$ cat config.mk
export PLATFORM = sky130hd
export DESIGN_NAME = clock_divider_bank_flat
export DESIGN_NICKNAME = d
export VERILOG_FILES = /design/src/rtl/clkdiv_pkg.sv /design/src/rtl/clock_divider_bank_if.sv /design/src/rtl/clock_divider_channel.sv /design/src/rtl/clock_divider_bank.sv /design/src/flat_wrapper.sv
export SDC_FILE = /design/constraint.sdc
export NUM_CORES = 1
export LEC_CHECK = 0
export ABC_AREA = 0
export BUFFER_PORTS_ARGS = -buffer_cell sky130_fd_sc_hd__buf_2
export CORE_MARGIN = 4
export CORE_UTILIZATION = 58
export DETAILED_ROUTE_END_ITERATION = 10
export PLACE_DENSITY = 0.78
export SLEW_MARGIN = 20
export SYNTH_ARGS = -nofsm -noshare
export SYNTH_HDL_FRONTEND = slang
export SYNTH_SLANG_ARGS = --single-unit
$ cat constraint.sdc
create_clock -name clk_i -period 3.7 [get_ports clk_i]
set_input_delay 0.555 -clock clk_i [delete_from_list [all_inputs] [get_ports clk_i]]
set_output_delay 0.555 -clock clk_i [all_outputs]
set_load 0.01 [all_outputs]
$ cat src/rtl/clkdiv_pkg.sv
`default_nettype none
// ============================================================================
// Module  : clkdiv_pkg
// Purpose : Shared constants and the per-channel configuration record.
// Rev     : 1.0
// ============================================================================
package clkdiv_pkg;

   localparam int CNT_W_DEF  = 16;
   localparam int FACTOR_MIN = 2;
   // Record fields are held at a fixed width; unused upper bits stay zero.
   localparam int CFG_W      = 32;

   typedef logic [CFG_W-1:0] cfg_word_t;

   typedef struct packed {
      cfg_word_t factor;
      cfg_word_t high;
      logic      en;
   } chan_cfg_t;

   function automatic cfg_word_t clamp_factor(input cfg_word_t factor);
      return (factor < cfg_word_t'(FACTOR_MIN)) ? cfg_word_t'(FACTOR_MIN) : factor;
   endfunction

endpackage
`default_nettype wire

$ cat src/rtl/clock_divider_bank_if.sv
`default_nettype none
// ============================================================================
// Module  : clock_divider_bank_if
// Purpose : Configuration write channel of the clock divider bank.
// Rev     : 1.0
// ============================================================================
interface clock_divider_bank_if #(
   parameter int N_CH  = 4,
   parameter int CNT_W = 16
);
   localparam int CH_W = (N_CH > 1) ? $clog2(N_CH) : 1;

   logic             cfg_valid;
   logic             cfg_ready;
   logic [CH_W-1:0]  cfg_ch;
   logic [CNT_W-1:0] cfg_factor;
   logic [CNT_W-1:0] cfg_high;
   logic             cfg_en;

   modport master (
      output cfg_valid, cfg_ch, cfg_factor, cfg_high, cfg_en,
      input  cfg_ready
   );

   modport slave (
      input  cfg_valid, cfg_ch, cfg_factor, cfg_high, cfg_en,
      output cfg_ready
   );
endinterface
`default_nettype wire

$ cat src/rtl/clock_divider_channel.sv
`default_nettype none
// ============================================================================
// Module  : clock_divider_channel
// Purpose : One divider: period counter, shadow config applied at wrap, outputs.
// Rev     : 1.0
// ============================================================================
module clock_divider_channel
   import clkdiv_pkg::*;
#(
   parameter int CNT_W          = CNT_W_DEF,
   parameter int DEFAULT_FACTOR = 2
) (
   input  wire            clk_i,
   input  wire            reset,
   input  wire            sync,
   input  wire            wr_en,
   input  wire chan_cfg_t wr_cfg,
   output logic           pending,
   output logic           clk_o,
   output logic           strobe_o
);

   localparam chan_cfg_t c_reset_cfg = '{
      factor : cfg_word_t'(DEFAULT_FACTOR),
      high   : cfg_word_t'(DEFAULT_FACTOR >> 1),
      en     : 1'b1
   };

   logic [CNT_W-1:0] r_count;
   chan_cfg_t        r_cur;
   chan_cfg_t        r_shadow;
   logic             r_pending;
   logic             r_clk;
   logic             r_strobe;

   cfg_word_t        w_count;
   logic             w_last;
   logic             w_apply;
   logic             w_high_phase;

   assign w_count      = cfg_word_t'(r_count);
   assign w_last       = (w_count >= r_cur.factor - cfg_word_t'(1));
   // A disabled channel has no period boundary to wait for.
   assign w_apply      = r_pending && (!r_cur.en || w_last);
   assign w_high_phase = (r_cur.high >= r_cur.factor) ||
                         (w_count >= r_cur.factor - r_cur.high);

   always_ff @(posedge clk_i) begin
      if (reset) begin
         r_count   <= '0;
         r_cur     <= c_reset_cfg;
         r_shadow  <= c_reset_cfg;
         r_pending <= 1'b0;
         r_clk     <= 1'b0;
         r_strobe  <= 1'b0;
      end else begin
         r_clk    <= r_cur.en && w_high_phase;
         r_strobe <= r_cur.en && (r_count == '0);

         if (w_apply) begin
            r_cur     <= r_shadow;
            r_pending <= 1'b0;
         end else if (wr_en && !r_pending) begin
            r_shadow  <= '{factor : clamp_factor(wr_cfg.factor),
                           high   : wr_cfg.high,
                           en     : wr_cfg.en};
            r_pending <= 1'b1;
         end

         if (!r_cur.en || w_apply || sync || w_last) begin
            r_count <= '0;
         end else begin
            r_count <= r_count + CNT_W'(1);
         end
      end
   end

   assign pending  = r_pending;
   assign clk_o    = r_clk;
   assign strobe_o = r_strobe;

endmodule
`default_nettype wire

$ cat src/rtl/clock_divider_bank.sv
`default_nettype none
// ============================================================================
// Module  : clock_divider_bank
// Purpose : N_CH independent clock dividers behind one config write port.
//           Define CLKDIV_SYNC_EN to add the sync_i phase-alignment input.
// Rev     : 1.0
// ============================================================================
module clock_divider_bank
   import clkdiv_pkg::*;
#(
   parameter int N_CH           = 4,
   parameter int CNT_W          = CNT_W_DEF,
   parameter int DEFAULT_FACTOR = 2
) (
   input  wire                 clk_i,
   input  wire                 reset,
`ifdef CLKDIV_SYNC_EN
   input  wire                 sync_i,
`endif
   clock_divider_bank_if.slave bus,
   output logic [N_CH-1:0]     clk_o,
   output logic [N_CH-1:0]     strobe_o
);

   logic [N_CH-1:0] w_pending;
   logic [N_CH-1:0] w_wr;
   logic            w_ready;
   logic            w_sync;
   chan_cfg_t       w_cfg;

`ifdef CLKDIV_SYNC_EN
   assign w_sync = sync_i;
`else
   assign w_sync = 1'b0;
`endif

   assign w_cfg = '{factor : cfg_word_t'(bus.cfg_factor),
                    high   : cfg_word_t'(bus.cfg_high),
                    en     : bus.cfg_en};

   // Out-of-range indices stay ready so their writes are consumed and dropped.
   always_comb begin
      w_ready = 1'b1;
      for (int i = 0; i < N_CH; i++) begin
         if (int'(bus.cfg_ch) == i) begin
            w_ready = !w_pending[i];
         end
      end
   end

   assign bus.cfg_ready = w_ready;

   generate
      for (genvar g = 0; g < N_CH; g++) begin : g_ch
         assign w_wr[g] = bus.cfg_valid && w_ready && (int'(bus.cfg_ch) == g);

         clock_divider_channel #(
            .CNT_W          (CNT_W),
            .DEFAULT_FACTOR (DEFAULT_FACTOR)
         ) u_ch (
            .clk_i    (clk_i),
            .reset    (reset),
            .sync     (w_sync),
            .wr_en    (w_wr[g]),
            .wr_cfg   (w_cfg),
            .pending  (w_pending[g]),
            .clk_o    (clk_o[g]),
            .strobe_o (strobe_o[g])
         );
      end
   endgenerate

endmodule
`default_nettype wire

$ cat src/flat_wrapper.sv
// flat-port wrapper written by rule: the top's interface ports become plain ports
module clock_divider_bank_flat import clkdiv_pkg::*;
#(
   parameter int N_CH           = 4,
   parameter int CNT_W          = CNT_W_DEF,
   parameter int DEFAULT_FACTOR = 2
)
  (clk_i, reset, clk_o, strobe_o, bus_cfg_valid, bus_cfg_ch, bus_cfg_factor, bus_cfg_high, bus_cfg_en, bus_cfg_ready);
  clock_divider_bank_if #(.N_CH(N_CH), .CNT_W(CNT_W)) bus_i ();
  input  wire clk_i;
  input  wire reset;
  output logic [N_CH-1:0] clk_o;
  output logic [N_CH-1:0] strobe_o;
  input wire logic [$bits(bus_i.cfg_valid)-1:0] bus_cfg_valid;
  input wire logic [$bits(bus_i.cfg_ch)-1:0] bus_cfg_ch;
  input wire logic [$bits(bus_i.cfg_factor)-1:0] bus_cfg_factor;
  input wire logic [$bits(bus_i.cfg_high)-1:0] bus_cfg_high;
  input wire logic [$bits(bus_i.cfg_en)-1:0] bus_cfg_en;
  output wire logic [$bits(bus_i.cfg_ready)-1:0] bus_cfg_ready;
  assign bus_i.cfg_valid = bus_cfg_valid;
  assign bus_i.cfg_ch = bus_cfg_ch;
  assign bus_i.cfg_factor = bus_cfg_factor;
  assign bus_i.cfg_high = bus_cfg_high;
  assign bus_i.cfg_en = bus_cfg_en;
  assign bus_cfg_ready = bus_i.cfg_ready;
  clock_divider_bank #(.N_CH(N_CH), .CNT_W(CNT_W), .DEFAULT_FACTOR(DEFAULT_FACTOR)) u_core (.clk_i(clk_i), .reset(reset), .bus(bus_i), .clk_o(clk_o), .strobe_o(strobe_o));
endmodule
==> impl_metrics.csv, run 1 <==
group,metric,value,unit
run_status,outcome,"finished, violations left",
run_status,violations,"negative setup slack",
layout,syn_to_final_growth,12.9,%
yosys,synthAdderAreaFrac,13.7,%
global_route,antenna_found_initial,1,
floorplan,ios,47,
critical_path,slowest_stage,"fa_1",
layout,final_core_util,66.2,%
timing,timing.hold.ws,326,ps
yosys,syn_inst,2430,
timing,max_clock_freq,0.268,GHz
clock_network,cts.path.max_buffers,3,
floorplan,die_w,195,microns
yosys,synthMuxAreaShare,4.77,%
critical_path,cp_top_family,"compound AO/OA/AOI/OAI gates",
floorplan,core,34500,sq um
yosys,yosysTopAreaCell,"dfxtp_1",
timing,post-route-period-util,101,%
critical_path,cp_data_arrival_time,4210,ps
clock_network,clk_pin_slew,60,ps
power_and_ir_drop,peakVddDrop,0.451,mV
yosys,synth_xor_area_share,6.68,%
yosys,synth-compound-area-share,14.5,%
yosys,netlist_area,20200,sq um
critical_path,start_kind,"register",
global_route,grt_pass1_wl,82800,microns
timing,slew_viol_final,0,
place,gp_congestion,0.912,
power_and_ir_drop,power_density,435,nW/um^2
yosys,synthDistinctLibCells,64,
global_route,grt_pass1_vias,16700,
critical_path,timing.rr.start,"u_core.g_ch[0].u_ch.r_cur[7]$_SDFFE_PP0P_",
timing,setup_violations,2,
critical_path,path_cells,"inv_1, ha_1, a2111o_1, o21ai_2, a21oi_1, o2111ai_1, nand2_1, fa_1, inv_1, ha_1, nand4_1, a21oi_1, a221oi_1, a311oi_1, buf_4, a31o_2",
power_and_ir_drop,p_leak,9.24,nW
clock_network,clk-insertion-delay-late,540,ps
critical_path,path_max_fanout,2,
yosys,syn_nets,2684,
power_and_ir_drop,p_int,6.96,mW
critical_path,cp_num_buf_inv,3,
timing,slew_headroom,30.9,%
timing,tightest_slew,1020,ps
global_route,grt_start_max_net_pins,147,
hold_path,hold_path_startpoint,"bus_cfg_high[9]",
yosys,ys_seq_elements,340,
route,drtIter0Drc,1118,
floorplan,dieArea,37900,sq um
yosys,synthArstFlopShare,0,%
timing,hold_viol,0,
yosys,synth_top_family_by_area,"simple AND/OR/NAND/NOR gates",
critical_path,r2r-end,"u_core.g_ch[0].u_ch.clk_o$_SDFF_PP0_",
timing,grt_setup_unrepaired,"true",
yosys,synth-edff-count,0,
place,portBuffers,46,
power_and_ir_drop,p_sw,2.96,mW
timing,finClkSkew,18.1,ps
critical_path,slowest_delay,490,ps
place,hpwlAfterDp,36100,microns
layout,layout-drive-gt1-share,11.9,%
yosys,synth-main-ff-cell,"dfxtp_1",
floorplan,start_util,58.6,%
route,route.detailed.drc,0,
critical_path,path_class,"register to register",
critical_path,required,4180,ps
route,drtPass1Iterations,6,
clock_network,cts_tree,"yes",
floorplan,die_y,195,microns
power_and_ir_drop,pwr-share-seq,39.5,%
clock_network,htreeDepth,2,
route,vias,17200,
power_and_ir_drop,pwr-share-comb,23.5,%
yosys,ys_seq_area_share,33.7,%
route,post_drt_via_cell_ratio,5.77,
timing,fin_crit,3730,ps
yosys,synthSimpleGateAreaFrac,22.1,%
global_route,grt-ovfl-total,0,
hold_path,hold_path.class,"input pin to register",
timing,setup_ws,-26.1,ps
power_and_ir_drop,swShare,29.8,%
yosys,ys_warn_count,0,
clock_network,numCtsBuffers,37,
route,wl_per_cell,17.2,microns
critical_path,reg2reg_depth,16,
yosys,yosys-top-cells-count,"340 x dfxtp_1, 338 x nand2_1, 245 x a21oi_1",
yosys,yosys-top-cells-area,"dfxtp_1 34%, ha_1 13%, nand2_1 6.3%, a21oi_1 6.1%, mux2i_1 4.7%",
route,wirelength,51200,microns
critical_path,critPathLaunch,"u_core.g_ch[0].u_ch.r_cur[7]$_SDFFE_PP0P_",
power_and_ir_drop,fin_total_pwr,9.92,mW
clock_network,cts_root_buf,"clkbuf_16",
critical_path,endpoint_kind,"register",
critical_path,cp-endpoint,"u_core.g_ch[0].u_ch.clk_o$_SDFF_PP0_",
yosys,syn_avg_cell_area,8.31,sq um
critical_path,cp_num_cells,16,
place,pre_cts_slack,-149,ps
layout,nets,2751,
power_and_ir_drop,p_clk_share,37.0,%
route,ant_nets,0,
layout,nFillCells,2889,
critical_path,reg2reg_slack,-30,ps
yosys,yosysTopAreaCellShare,33.7,%
run,max-cap-violations,0,
yosys,synth.most_common_cell,"dfxtp_1",
clock_network,clock_sinks,340,
floorplan,fp-row-count,68,
global_route,grtUsageTotal,25.8,%
==> flip-flops by register name, indices dropped and copies added (netlist names) <==
signal and count:
u_core.g_ch.u_ch.r_count 64, u_core.g_ch.u_ch.r_cur 132, u_core.g_ch.u_ch.r_shadow 132, u_core.g_ch.u_ch.clk_o 4, u_core.g_ch.u_ch.pending 4, u_core.g_ch.u_ch.strobe_o 4
==> worst reg2reg max path, stage by stage (launching register included) <==
cell and delay (ps):
dfxtp_1 350, inv_1 50, ha_1 320, a2111o_1 450, o21ai_2 170, a21oi_1 120, o2111ai_1 230, nand2_1 120
fa_1 490, inv_1 40, ha_1 290, nand4_1 80, a21oi_1 140, a221oi_1 100, a311oi_1 410, buf_4 180
a31o_2 140
==> layout by cell type (no fill, tap or decap), types with 33 or more instances in the layout <==
| cell | n |
|---|---|
| ha_1 | 204 |
| clkbuf_16 | 41 |
| nand2b_1 | 134 |
| buf_4 | 67 |
| nor3_1 | 33 |
| a21o_1 | 45 |
| xnor2_1 | 81 |
| inv_1 | 110 |
| nand3_1 | 75 |
| dfxtp_1 | 329 |
| xor2_1 | 72 |
| nor2_1 | 187 |
| o21ai_0 | 45 |
| nand2_1 | 336 |
| a21oi_1 | 235 |
| buf_2 | 45 |
| mux2i_1 | 95 |
==> final cells by class <==
| cell class | count | area [sq um] | share of cell area (%) |
|---|---|---|---|
| Timing Repair Buffer | 129 | 1040 | 4.57 |
| Clock buffer | 47 | 993 | 4.36 |
| Clock inverter | 19 | 201 | 0.884 |
| Inverter | 114 | 428 | 1.88 |
| Multi-Input combinational cell | 1875 | 12700 | 55.9 |
| Tap cell | 455 | 569 | 2.50 |
| Antenna cell | 2 | 5.00 | 0.0220 |
| Sequential cell | 340 | 6820 | 29.9 |
==> what timing repair did <==
item / 4_1_cts / 5_1_grt
buffers inserted: 1 / 12
setup endpoints to repair: 8 / 173
pin swaps: 6 / 31
gates resized for setup: 10 / 71
hold buffers: 0 / 0
gates cloned: 0 / 6
==> routing by layer <==
layer,wire [microns],part of all wire (%),GRT usage [%],vias up
met3,3140,6.1,4.14,116
met4,1820,3.5,9.22,2
li1,-,-,-,8529
met5,56,0.11,1.15,-
met2,22900,45,41.8,456
met1,23300,45,35.1,8109
==> through the flow <==
stage / instances / area (sq um) / setup TNS (ps)
detailed placement: 2894 / 21100 / -360
global route: 2980 / 22800 / -1650
global placement: 2894 / 21100 / -28.4
floorplan: 2430 / 20200 / 0
finish: 2981 / 22800 / -30.3
CTS: 2961 / 22300 / 0
==> how the worst min path moves through the flow <==
| stage | endpoint | slack (ps) | cells past startpoint |
|---|---|---|---|
| floorplan | u_core.g_ch[3].u_ch.r_count[0]$_SDFF_PP0_ | 430 | 1 |
| global placement | u_core.g_ch[3].u_ch.r_count[0]$_SDFF_PP0_ | 430 | 1 |
| detailed placement | u_core.g_ch[3].u_ch.r_count[0]$_SDFF_PP0_ | 440 | 1 |
| CTS | u_core.g_ch[2].u_ch.r_shadow[10]$_SDFFE_PP0P_ | 310 | 3 |
| global route | u_core.g_ch[2].u_ch.r_shadow[10]$_SDFFE_PP0P_ | 320 | 3 |
| finish | u_core.g_ch[2].u_ch.r_shadow[10]$_SDFFE_PP0P_ | 330 | 3 |
==> power groups by stage <==
stage	logic, mW	registers (mW)	clock network, mW
2_1_floorplan	1.58	3.96	0
3_3_place_gp	2.08	3.99	0
3_5_place_dp	2.16	4.00	0
4_1_cts	2.18	3.92	3.73
5_1_grt	2.56	3.94	3.88
6_report	2.33	3.92	3.67
==> cell families (layout without fill, tap and decap cells) <==
group           count (synthesis)  after routing
xor+xnor                      154            154
other cells                     0              2
flops                         340            340
fa+ha+maj                     216            216
simple gates                  936            936
compound gates                472            473
buf+inv                       216            309
mux                            96             96
No activity file was read; power rests on OpenSTA's default activity.
==> run 2: changes to the inputs <==
- CORE_UTILIZATION: 58 -> 69
- PLACE_DENSITY: 0.78 -> 0.87
- clock period: 3.7 -> 4.45 ns (I/O delays scaled with it)
==> run 2 against run 1 <==
Effect of this change: the flow now finishes without violations; first-iteration DRC count up 29%; critical path depth unchanged; clock power down 16%; worst hold slack better by 130 ps; combinational power down 25%; non-clock buffer count down 68; sequential power down 17%; critical path type unchanged; critical endpoint is now u_core.g_ch[3].u_ch.clk_o$_SDFF_PP0_; largest cell class unchanged.
==> impl_metrics.csv, run 2 (synthesis results as in run 1) <==
group,metric,value,unit
layout,layout_commonest_cell,"dfxtp_1",
layout,fin_cells,2837,
clock_network,htreeDepth,2,
global_route,antenna_found_initial,2,
critical_path,endpoint_kind,"register",
floorplan,core,28800,sq um
timing,finClkSkew,8.93,ps
layout,top_regs,"u_core.g_ch.u_ch.r_cur x132, u_core.g_ch.u_ch.r_shadow x132, u_core.g_ch.u_ch.r_count x64",
timing,fin_crit,4100,ps
power_and_ir_drop,fin_total_pwr,8.08,mW
route,drtIter0Drc,1444,
timing,setup_tns,0,ps
global_route,grt-ovfl-total,0,
layout,layout_common_cells,"340 x dfxtp_1, 338 x nand2_1, 245 x a21oi_1",
route,route.detailed.drc,0,
clock_network,clk-insertion-delay-late,520,ps
timing,grt_setup_unrepaired,"false",
place,portBuffers,46,
floorplan,fp-row-count,62,
clock_network,cts-hold-fix-buffers,0,
clock_network,cts.path.max_buffers,3,
critical_path,path_cells,"inv_1, ha_1, inv_1, fa_1, a211oi_1, o211ai_1, a21oi_1, nor2b_1, o21a_1, o21a_1, o41ai_1, ha_1, and4_1, a32o_1, a211o_1, a22o_1",
layout,nets,2681,
route,post_drt_via_cell_ratio,6.09,
hold_path,hold_path.class,"register to register",
critical_path,required,4860,ps
place,pre_cts_slack,428,ps
critical_path,cp_top_family,"compound AO/OA/AOI/OAI gates",
critical_path,start_kind,"register",
power_and_ir_drop,power_density,370,nW/um^2
route,ant_nets,0,
run_status,outcome,"finished, final reports clean",
place,place_area,20600,sq um
timing,max_clock_freq,0.244,GHz
timing,tightest_slew,1210,ps
clock_network,clock_sinks,340,
global_route,grtUsageTotal,30.9,%
global_route,grt_start_max_net_pins,151,
floorplan,ios,47,
critical_path,path_class,"register to register",
floorplan,die_w,179,microns
clock_network,numCtsBuffers,36,
critical_path,path_max_fanout,4,
route,drtPass1Iterations,6,
layout,fin_area,21800,sq um
place,dp.cells,2773,
timing,post-route-period-util,92.1,%
critical_path,cp_data_arrival_time,4510,ps
clock_network,cts_resized,0,
clock_network,clk_pin_slew,60,ps
route,wl_per_cell,17.9,microns
run,max-cap-violations,0,
global_route,grt_pass1_wl,81600,microns
timing,slew_headroom,18.9,%
route,vias,17300,
place,gp_congestion,0.958,
timing,setup_ws,350,ps
critical_path,slowest_delay,420,ps
power_and_ir_drop,peakVddDrop,0.393,mV
timing,timing.hold.ws,453,ps
critical_path,cp_num_buf_inv,2,
route,wirelength,50600,microns
floorplan,start_util,70.1,%
layout,layout-drive-gt1-share,7.06,%
clock_network,cts_tree,"yes",
place,hpwlAfterDp,35700,microns
floorplan,dieArea,32100,sq um
clock_network,cts_setup_buffers,0,
timing,setup_violations,0,
timing,hold_viol,0,
power_and_ir_drop,p_leak,8.79,nW
layout,syn_to_final_growth,8.17,%
timing,slew_viol_final,0,
floorplan,die_y,179,microns
critical_path,slowest_stage,"fa_1",
layout,nFillCells,1984,
clock_network,cts_root_buf,"clkbuf_16",
global_route,grt_pass1_vias,16800,
layout,final_core_util,75.9,%
[run 2: cell types whose count changed in the layout (fill, tap and decap cells not counted), moves of 5 or more]
cell     before  now
a21oi_2      10    0
o21ai_1      10    3
o21ai_0      45   54
a21oi_1     235  245
dfxtp_1     329  340
dfxtp_2      11    0
buf_4        67   11
nor4_1       28   33
[run 2: routing by layer]
metal	vias to the layer above	routed length, microns	share of wire [%]	GRT usage (%)
li1	8364	-	-	-
met1	8116	21600	43	40.8
met2	637	23300	46	49.6
met3	147	3430	6.8	4.83
met4	0	2260	4.5	14.4
met5	-	0	0	0
[run 2: final timing paths]
check	cells past startpoint	endpoint	start	slack, ps
setup / recovery	16	u_core.g_ch[3].u_ch.clk_o$_SDFF_PP0_	u_core.g_ch[3].u_ch.r_cur[33]$_SDFFE_PP0P_	350
hold / removal	2	u_core.g_ch[0].u_ch.r_shadow[4]$_SDFFE_PP0P_	u_core.g_ch[0].u_ch.r_shadow[4]$_SDFFE_PP0P_	450
setup reg to reg	16	u_core.g_ch[3].u_ch.clk_o$_SDFF_PP0_	u_core.g_ch[3].u_ch.r_cur[33]$_SDFFE_PP0P_	350
hold reg to reg	2	u_core.g_ch[0].u_ch.r_shadow[4]$_SDFFE_PP0P_	u_core.g_ch[0].u_ch.r_shadow[4]$_SDFFE_PP0P_	450
[run 2: layout make-up]
type / instances / area [sq um] / area share, %
repair buffers: 61 / 402 / 1.84
well taps: 384 / 480 / 2.20
diodes: 2 / 5.00 / 0.0229
multi-input cells: 1874 / 12500 / 57.3
clock inverters: 14 / 180 / 0.825
flip-flops and latches: 340 / 6810 / 31.2
inverters: 114 / 428 / 1.96
clock buffers: 48 / 1030 / 4.70
[run 2: where the power goes]
part | internal (mW) | total, mW | leakage, nW | switching [mW]
combinational | 0.715 | 1.74 | 5.45 | 1.02
clock | 1.85 | 3.09 | 0.586 | 1.23
sequential | 3.16 | 3.26 | 2.75 | 0.0962
total | 5.73 | 8.08 | 8.79 | 2.35
[run 2: worst min-delay path: cells and delay by family (launching register included)]
kind,cells,cell delay [ps]
DFF,1,300
and+or+nand+nor,1,50
AOI/OAI and AO/OA,1,50
==> run 3: changes to the inputs <==
- ABC_AREA: 0 -> 1
- CORE_UTILIZATION: 69 -> 64
- PLACE_DENSITY: 0.87 -> 0.81
- clock period: 4.45 -> 3.9 ns (I/O delays scaled with it)
==> run 3 against run 2 <==
Effect of this change: critical path depth grew 1; routed wire length is 11% higher; utilization fell by 6.2 points; first-iteration DRC count decreased by 6.1%; critical path type unchanged.
==> impl_metrics.csv, run 3 <==
group,metric,value,unit
global_route,grt-ovfl-total,0,
floorplan,fp-row-count,67,
run,max-cap-violations,0,
global_route,grtUsageTotal,30.1,%
critical_path,path_max_fanout,48,
layout,layout-drive-gt1-share,5.91,%
route,route.detailed.drc,0,
clock_network,clock_sinks,340,
critical_path,reg2reg_slack,360,ps
yosys,synthArstFlopShare,0,%
yosys,yosys-top-cells-count,"552 x nand2_1, 434 x inv_1, 361 x nor2_1",
yosys,syn_nets,3358,
global_route,antenna_found_initial,4,
yosys,netlist_area,21600,sq um
timing,finClkSkew,13.0,ps
clock_network,clk_pin_slew,60,ps
floorplan,dieArea,36800,sq um
clock_network,clk-insertion-delay-late,550,ps
layout,top_regs,"u_core.g_ch.u_ch.r_cur x132, u_core.g_ch.u_ch.r_shadow x132, u_core.g_ch.u_ch.r_count x64",
yosys,ys_warn_count,0,
critical_path,cp_data_arrival_time,3970,ps
yosys,synth.most_common_cell,"nand2_1",
yosys,synth-edff-count,0,
timing,slew_headroom,47.3,%
global_route,top_usage_layer,"met2",
route,wl_per_cell,15.7,microns
floorplan,die_y,192,microns
layout,nets,3343,
global_route,grtUsageMet1,39.9,%
route,wirelength,56000,microns
place,gp_congestion,0.967,
layout,layout_common_cells,"552 x nand2_1, 433 x inv_1, 361 x nor2_1",
yosys,yosysTopAreaCellShare,31.5,%
clock_network,cts.path.max_buffers,3,
yosys,synthDistinctLibCells,45,
yosys,yosys-top-cells-area,"dfxtp_1 31%, ha_1 12%, nand2_1 9.6%, a21oi_1 8.1%, inv_1 7.5%",
timing,fin_crit,3540,ps
timing,tightest_slew,788,ps
yosys,ys_seq_elements,340,
timing,max_clock_freq,0.283,GHz
global_route,grt_pass1_vias,18600,
layout,nFillCells,2959,
layout,layout_commonest_cell,"nand2_1",
critical_path,endpoint_kind,"register",
timing,slew_viol_final,0,
timing,setup_tns,0,ps
global_route,grt_pass1_wl,90800,microns
floorplan,core,33400,sq um
route,post_drt_via_cell_ratio,5.54,
timing,setup_violations,0,
layout,syn_to_final_growth,7.69,%
yosys,ys_seq_area_share,31.5,%
floorplan,die_w,192,microns
critical_path,start_kind,"register",
timing,grt_setup_unrepaired,"false",
clock_network,cts_root_buf,"clkbuf_16",
critical_path,path_class,"register to register",
hold_path,hold_path.class,"input pin to register",
global_route,met3_usage,5.16,%
clock_network,cts-hold-fix-buffers,0,
timing,post-route-period-util,90.7,%
clock_network,cts_tree,"yes",
critical_path,required,4340,ps
yosys,synth-main-ff-cell,"dfxtp_1",
route,ant_nets,0,
clock_network,htreeDepth,2,
place,portBuffers,46,
clock_network,numCtsBuffers,38,
route,drtIter0Drc,1356,
yosys,syn_avg_cell_area,6.97,sq um
timing,hold_viol,0,
floorplan,ios,47,
route,vias,19800,
route,drtPass1Iterations,5,
place,hpwlAfterDp,41500,microns
run_status,outcome,"finished, final reports clean",
global_route,met2_usage,50.0,%
floorplan,start_util,64.7,%
yosys,syn_inst,3104,
yosys,yosysTopAreaCell,"dfxtp_1",
global_route,grt_start_max_net_pins,102,
==> run 3: cell types whose count changed after synthesis, moves of 22 or more <==
cell	change
inv_1	+320
nand2_1	+214
nor2_1	+172
nand3_1	+144
nand2b_1	-134
a21oi_1	+104
mux2i_1	-95
o21ai_0	+93
a21o_1	-38
a21bo_2	-30
xnor2_1	-29
and3_1	-27
nand3_2	+23
clkbuf_1	-22
==> run 3: stage by stage <==
stage / util [%] / cells / worst slack [ps] / instance area, sq um / hold WS, ps
after floorplan: - / 3104 / 866 / 21600 / 430
after global placement: 65.8 / 3497 / 472 / 22000 / 437
after detailed placement: 65.8 / 3497 / 341 / 22000 / 445
after CTS: 69.6 / 3562 / 313 / 23300 / 357
after global routing: 69.7 / 3563 / 54.2 / 23300 / 377
final: 69.7 / 3563 / 364 / 23300 / 394
==> run 3: metal layers <==
layer	up-vias	wire, microns
met5	-	13
met4	2	1650
met3	102	3570
met2	501	25700
met1	9106	25000
li1	10000	-
==> run 3: repair_timing <==
item                                    in CTS  in global routing
endpoints found under the hold margin        0                  0
resized for setup                            0                  4
endpoints found under the setup margin       0                 30
setup buffers                                0                  0
==> run 3: final timing paths <==
check                                                  endpoint  cells past startpoint                                     startpoint
hold / removal     u_core.g_ch[0].u_ch.r_shadow[1]$_SDFFE_PP1P_                      3                                bus_cfg_high[0]
setup / recovery      u_core.g_ch[1].u_ch.r_cur[9]$_SDFFE_PP0P_                     17     u_core.g_ch[1].u_ch.r_cur[33]$_SDFFE_PP0P_
setup reg to reg      u_core.g_ch[1].u_ch.r_cur[9]$_SDFFE_PP0P_                     17     u_core.g_ch[1].u_ch.r_cur[33]$_SDFFE_PP0P_
hold reg to reg   u_core.g_ch[2].u_ch.r_shadow[35]$_SDFFE_PP0P_                      2  u_core.g_ch[2].u_ch.r_shadow[35]$_SDFFE_PP0P_
==> run 3: final cells by class <==
type / count / area, sq um / share of cell area, %
repair buffers: 70 / 498 / 2.14
clock buffers: 56 / 1170 / 5.03
diodes: 1 / 2.50 / 0.0107
flip-flops and latches: 340 / 6810 / 29.2
multi-input cells: 2203 / 12500 / 53.7
well taps: 448 / 561 / 2.41
clock inverters: 9 / 100 / 0.430
inverters: 436 / 1640 / 7.05
==> run 3: cells by family after synthesis <==
family | after synthesis | synth area share [%]
flip-flops | 340 | 31.5
adder cells (fa/ha/maj) | 216 | 12.8
XOR/XNOR | 134 | 5.42
buffers and inverters | 561 | 10.9
AND/OR/NAND/NOR | 1295 | 25.9
AO/OA/AOI/OAI | 558 | 13.6
==> run 3: worst max-delay path, cell delays in order (launching register included) <==
cell and delay [ps]:
dfxtp_1 320, inv_1 140, ha_1 280, nand2_1 150, nor2_1 180, or3b_2 470, o21ai_0 200, inv_1 70
ha_1 300, nand4_1 160, a21oi_1 60, nor2_1 110, nand2_1 70, nand2_1 80, nand3_2 260, buf_12 310
a21oi_1 170, nor2_1 70
Power of run 3 is left out: the tool's default activity adds up to more than one toggle a clock period on the data nets, which glitch-free logic cannot reach.
